$ cat src/rtl/poly_sequencer.sv
// Stream-driven sequencer for the shared-ALU polynomial datapath: loads A, B, C, X, then runs
// five ALU cycles computing R = A + B*X + C*X^2. Optional evaluation counter: POLY_SEQ_STATS_EN.
module poly_sequencer #(
    parameter int DATA_W      = 8,
    parameter int RES_TIMEOUT = 0
) (
    input  logic              clk,
    input  logic              resetn,
    input  logic              in_valid,
    output logic              in_ready,
    input  logic [DATA_W-1:0] in_data,
    output logic [DATA_W-1:0] dp_data_in,
    output logic              ld_a,
    output logic              ld_b,
    output logic              ld_c,
    output logic              ld_x,
    output logic              ld_r,
    output logic              ld_alu_out,
    output logic [1:0]        alu_select_a,
    output logic [1:0]        alu_select_b,
    output logic              alu_op,
    output logic              busy,
    output logic              res_valid,
    input  logic              res_ready,
    output logic              res_dropped,
    output logic [15:0]       eval_count,
    output logic [3:0]        fsm_state
);

    // Handshakes: a transfer occurs on any rising edge where valid and ready are both high;
    // valid never depends on ready, and ready may depend on valid only through state.
    typedef enum logic [3:0] {
        LOAD_A, LOAD_B, LOAD_C, LOAD_X, CYC0, CYC1, CYC2, CYC3, CYC4, DONE
    } state_t;

    localparam int TW = (RES_TIMEOUT > 1) ? $clog2(RES_TIMEOUT) : 1;
    localparam logic [TW-1:0] TMO_LAST = TW'((RES_TIMEOUT > 0) ? RES_TIMEOUT - 1 : 0);

    state_t        state;
    logic [TW-1:0] tmo_cnt;
    logic          res_drop;

    // Ready wins over a timeout landing in the same cycle.
    assign res_drop = (RES_TIMEOUT != 0) && (state == DONE) && !res_ready && (tmo_cnt == TMO_LAST);

    always_ff @(posedge clk) begin
        if (!resetn) begin
            state   <= LOAD_A;
            tmo_cnt <= '0;
        end else begin
            case (state)
                LOAD_A: if (in_valid) state <= LOAD_B;
                LOAD_B: if (in_valid) state <= LOAD_C;
                LOAD_C: if (in_valid) state <= LOAD_X;
                LOAD_X: if (in_valid) state <= CYC0;
                CYC0:   state <= CYC1;
                CYC1:   state <= CYC2;
                CYC2:   state <= CYC3;
                CYC3:   state <= CYC4;
                CYC4:   state <= DONE;
                DONE:   if (res_ready || res_drop) state <= LOAD_A;
                default: state <= LOAD_A;
            endcase
            if (state == DONE && !res_ready && !res_drop) tmo_cnt <= tmo_cnt + 1'b1;
            else                                           tmo_cnt <= '0;
        end
    end

    always_comb begin
        in_ready     = 1'b0;
        ld_a         = 1'b0;
        ld_b         = 1'b0;
        ld_c         = 1'b0;
        ld_x         = 1'b0;
        ld_r         = 1'b0;
        ld_alu_out   = 1'b0;
        alu_select_a = 2'd0;
        alu_select_b = 2'd0;
        alu_op       = 1'b0;
        busy         = 1'b0;
        res_valid    = 1'b0;
        res_dropped  = 1'b0;
        dp_data_in   = resetn ? in_data : '0;
        fsm_state    = resetn ? state : 4'd0;
        if (resetn) begin
            case (state)
                LOAD_A: begin in_ready = 1'b1; ld_a = in_valid; end
                LOAD_B: begin in_ready = 1'b1; ld_b = in_valid; end
                LOAD_C: begin in_ready = 1'b1; ld_c = in_valid; end
                LOAD_X: begin in_ready = 1'b1; ld_x = in_valid; end
                CYC0: begin
                    busy = 1'b1; ld_alu_out = 1'b1; ld_b = 1'b1;
                    alu_select_a = 2'd1; alu_select_b = 2'd3; alu_op = 1'b1;
                end
                CYC1: begin
                    busy = 1'b1; ld_alu_out = 1'b1; ld_a = 1'b1;
                    alu_select_a = 2'd0; alu_select_b = 2'd1; alu_op = 1'b0;
                end
                CYC2: begin
                    busy = 1'b1; ld_alu_out = 1'b1; ld_b = 1'b1;
                    alu_select_a = 2'd3; alu_select_b = 2'd3; alu_op = 1'b1;
                end
                CYC3: begin
                    busy = 1'b1; ld_alu_out = 1'b1; ld_b = 1'b1;
                    alu_select_a = 2'd2; alu_select_b = 2'd1; alu_op = 1'b1;
                end
                CYC4: begin
                    busy = 1'b1; ld_alu_out = 1'b1; ld_r = 1'b1;
                    alu_select_a = 2'd0; alu_select_b = 2'd1; alu_op = 1'b0;
                end
                DONE: begin
                    res_valid   = 1'b1;
                    res_dropped = res_drop;
                end
                default: ;
            endcase
        end
    end

`ifdef POLY_SEQ_STATS_EN
    logic [15:0] eval_q;

    always_ff @(posedge clk) begin
        if (!resetn)                            eval_q <= '0;
        else if (state == DONE && res_ready)    eval_q <= eval_q + 16'd1;
    end

    assign eval_count = resetn ? eval_q : 16'd0;
`else
    assign eval_count = 16'd0;
`endif

endmodule

$ cat config.mk
export PLATFORM = sky130hd
export DESIGN_NAME = poly_sequencer
export DESIGN_NICKNAME = d
export VERILOG_FILES = /design/src/rtl/poly_sequencer.sv
export SDC_FILE = /design/constraint.sdc
export NUM_CORES = 1
export LEC_CHECK = 0
export CAP_MARGIN = 20
export CORE_UTILIZATION = 32
export DETAILED_ROUTE_END_ITERATION = 8
export PLACE_DENSITY = 0.81
export SETUP_SLACK_MARGIN = 0.02
export SYNTH_ARGS = -nofsm -noshare
export SYNTH_HDL_FRONTEND = slang
export SYNTH_SLANG_ARGS = --single-unit
$ cat constraint.sdc
create_clock -name clk -period 3.2 [get_ports clk]
set_input_delay 0.64 -clock clk [delete_from_list [all_inputs] [get_ports clk]]
set_output_delay 0.64 -clock clk [all_outputs]
set_load 0.03 [all_outputs]
* Word level (Yosys, flattened, before mapping) *
Cells that the tools add are included.

word-level totals
  flip-flop bits (word level) = 4
  input port bits = 12
  logic and storage cells = 52
  output and inout port bits = 43

cells by class
  reduce and logical (&&, ||, !) cells = 7
  mux-type cells = 30
  equal/unequal tests = 14

operator list
  operator                                                                number
  4-bit one-hot mux with 10 select lines                                  1
  4-bit 2-to-1 mux                                                        6
  4-bit by 3-bit equality test with 1-bit output (second input constant)  4
  1-bit 2-to-1 mux                                                        16
  2-bit != test (second input constant)                                   5
  4-bit by 2-bit equality test with 1-bit output (second input constant)  2
  4-bit equality test (second input constant)                             2
  8-bit 2-to-1 mux                                                        1
  2-bit one-hot mux with 3 select lines                                   1
  3-bit OR reduction                                                      2
  5-bit AND reduction                                                     1
  5-bit OR reduction                                                      1
  4-bit by 1-bit equality test with 1-bit output (second input constant)  1
  4-bit zero test                                                         1
  2-bit 2-to-1 mux                                                        2
  1-bit one-hot mux with 2 select lines                                   2
  2-bit one-hot mux with 2 select lines                                   1
  4-bit OR reduction                                                      1
  2-bit OR reduction                                                      1

* Longest topological paths before layout *
  depth in word-level cells = 4
  gate-level depth with buffers = 5
  depth with buffers taken out = 3

* Worst setup path after synthesis *
OpenSTA, ideal clock, no wires.

  path type = input-to-output
  start = in resetn
  end = out ld_c
  path slack = 0.537 ns
  data arrival time = 2.023 ns
  cell stages on the path = 2
  required time = 2.560 ns
  path buffers = 0
  path through = and2_1 nor4b_1

between the ends
  longest elaborated chain between the ends = 1

ends and longest elaborated chain
  element           RTL line  text
  from (decl)       8         input logic resetn,
  1-bit 2-to-1 mux  85        if (resetn) begin
  to (decl)         15        output logic ld_c,

Every way passes these cells.

* Worst setup path in the final report *
Ends and elaborated chain as after synthesis.

==> results_dict.tcl <==
set metrics [dict create \
    ant_nets 0 \
    nets 126 \
    largest_register_ffs 4 \
    vias_per_cell 4.169 \
    routed_wl_um 1292 \
    clock_skew_ns 0.002270 \
    grt.overflow.total 0 \
    cts_buffers 3 \
    yosys.area.top_type "buf_4" \
    seq_area_frac_synth 0.1391 \
    drt-wirelength-per-cell_um 9.500 \
    synth.most_common_cell "buf_4" \
    drt_iter0_drc 2 \
    clk_pin_slew_worst_paths_ns 0.04 \
    synth_top_area_frac 0.2739 \
    ctsResizeCount 0 \
    yosysWarningCount 0 \
    worstSkewPairLatency_ns 0.23 \
    fillers 150 \
    io_pins 55 \
    combPwrFrac 0.475 \
    drtPass1Iterations 2 \
    hold_path.class "flip-flop to flip-flop" \
    seq_area_um2 80.08 \
    gp_congestion 0.7482 \
    track_usage 0.1462 \
    htree_levels 1 \
    end_kind "output port" \
    vias 567 \
    syn_avg_cell_area_um2 7.475 \
    path_max_fanout 5 \
    ff2ff_path_depth 3 \
    cts_hold_buf 0 \
    start_kind "input pin" \
    top_register "state" \
    io_buffers 37 \
    antenna_found_initial 0 \
    rsz0062_at_grt "false" \
    p_sw_uw 92.05 \
    period_needed_ns 2.996 \
    core_mm2 0.001594 \
    antenna_cells 0 \
    post-route-drc-count 0 \
    synth_cells 77 \
    dieArea_mm2 0.001972 \
    start_util 0.3611 \
    status "complete, no violations" \
    power.leakage_nw 0.3975 \
    drv_slew 0 \
    drive_above_1_share 0.1161 \
    grt_max_degree 14 \
    clk_path_buf_depth 2 \
    internal-power_uw 137.4 \
    yosys-top-cells-area "buf_4, and2_1, dfxtp_1" \
    cts-root-buf "clkbuf_4" \
    cp.required_ns 2.56 \
    async_reset_ff_frac 0 \
    cts_setup_buffers 0 \
    tns_ns 0 \
    whs_path_depth 2 \
    drv_cap 0 \
    yosysUniqueCellTypes 27 \
    rows 14 \
    syn_area_um2 575.6 \
    finalWorstSetupSlack_ns 0.2037 \
    clock_sinks 4 \
    power.ir.vdd_worst_mv 0.1937 \
    synth_edf_count 0 \
    dp_slack_ns 0.1720 \
    fp.dieW_um 44.41 \
    multiInputGateArea_um2 389.1 \
    synth_flop_cell "dfxtp_1" \
    final_util 0.5659 \
    die_y_um 44.41 \
    seqPwrFrac 0.264 \
    powerDensity_mw_per_mm2 254.3 \
    arrival_ns 2.36 \
    synthToLayoutAreaGrowth_pct 56.74 \
    yosys-top-cells-count "buf_4, and2_1, dfxtp_1, nand2b_1" \
    grt_pass1_wl_um 2187 \
    power_switching_share 0.4012 \
    cts_tree "done" \
    fin_crit_sh 0.9364 \
    grt_pass1_vias 505 \
    ys_seq_elements 4 \
    max_freq_mhz 333.7 \
    clockPowerShare 0.261 \
    hpwl_um 1086 \
    hold_viol 0 \
    worstSetupPathType "input pin to output port" \
    setup_viol_count_final 0 \
    largest_registers "state: 4 flops" \
]
==> metal layers <==
layer  global-route usage  vias up  part of all wire
met5                    0        -                 0
met2               0.2412       28              0.51
met4              0.04242        0            0.0046
li1                     -      285                 -
met1               0.1802      252              0.43
met3              0.04898        2             0.057
==> worst max-delay path, cell delays in order <==
cell             delay, ns
clkdlybuf4s50_1       0.54
and2_1                0.17
nor4b_1               0.27
clkdlybuf4s50_1       0.73
==> cells by family (layout without fill, tap and decap cells) <==
| kind of cell | Yosys count | in the layout | synth area share |
|---|---|---|---|
| xor+xnor | 1 | 1 | 0.01522 |
| compound gates | 9 | 9 | 0.1109 |
| flops | 4 | 4 | 0.1391 |
| buf+inv | 23 | 42 | 0.2891 |
| other cells | 1 | 17 | 0.006515 |
| mux | 2 | 2 | 0.03478 |
| simple gates | 37 | 37 | 0.4044 |
==> cells in the final DEF, fill, tap and decap left out <==
cell type / n
nor3b_1: 1
buf_4: 4
conb_1: 17
nor3_1: 2
dfxtp_1: 4
a211o_1: 1
and2_1: 13
nor2_1: 3
nor2_2: 1
or3b_4: 1
a21oi_1: 3
o21ai_2: 1
nand2_1: 3
and3_1: 2
o21a_1: 3
and2b_2: 1
or2b_2: 1
or2b_1: 1
and2_2: 1
o41ai_1: 1
mux2i_1: 2
clkdlybuf4s50_1: 35
nand2b_1: 4
xor2_1: 1
clkbuf_4: 3
and2b_1: 2
nor4b_1: 1
==> stage by stage <==
step	power (mW)	instances	hold slack, ns	cell area (um2)
2_1_floorplan	0.1485	93	0.5182	635.6
3_3_place_gp	0.1689	133	0.6413	879.6
3_5_place_dp	0.1702	133	0.6559	879.6
4_1_cts	0.2335	136	0.6590	902.1
5_1_grt	0.2438	136	0.7019	902.1
6_report	0.2294	136	0.6483	902.1
==> area by class of cell <==
cell class / instances / area share
sequential: 4 / 0.08877
timing repair buffer: 39 / 0.4216
clock buffer: 3 / 0.02497
tap: 24 / 0.03329
multi-input combinational: 66 / 0.4313
==> power by group through the flow <==
stage	registers [mW]	logic (mW)	clock network, mW
global placement	0.0610	0.108	0
global route	0.0614	0.116	0.0666
finish	0.0605	0.109	0.0600
CTS	0.0604	0.109	0.0639
detailed placement	0.0611	0.109	0
floorplan	0.0549	0.0936	0
==> path summary, 6_finish.rpt <==
kind                                from        to  slack, ns
worst max-delay path              resetn      ld_c       0.20
worst min-delay path            state[1]  state[1]       0.65
worst max register to register  state[3]  state[3]       1.99
worst min register to register  state[1]  state[1]       0.65
(Power assumes the default switching activity.)
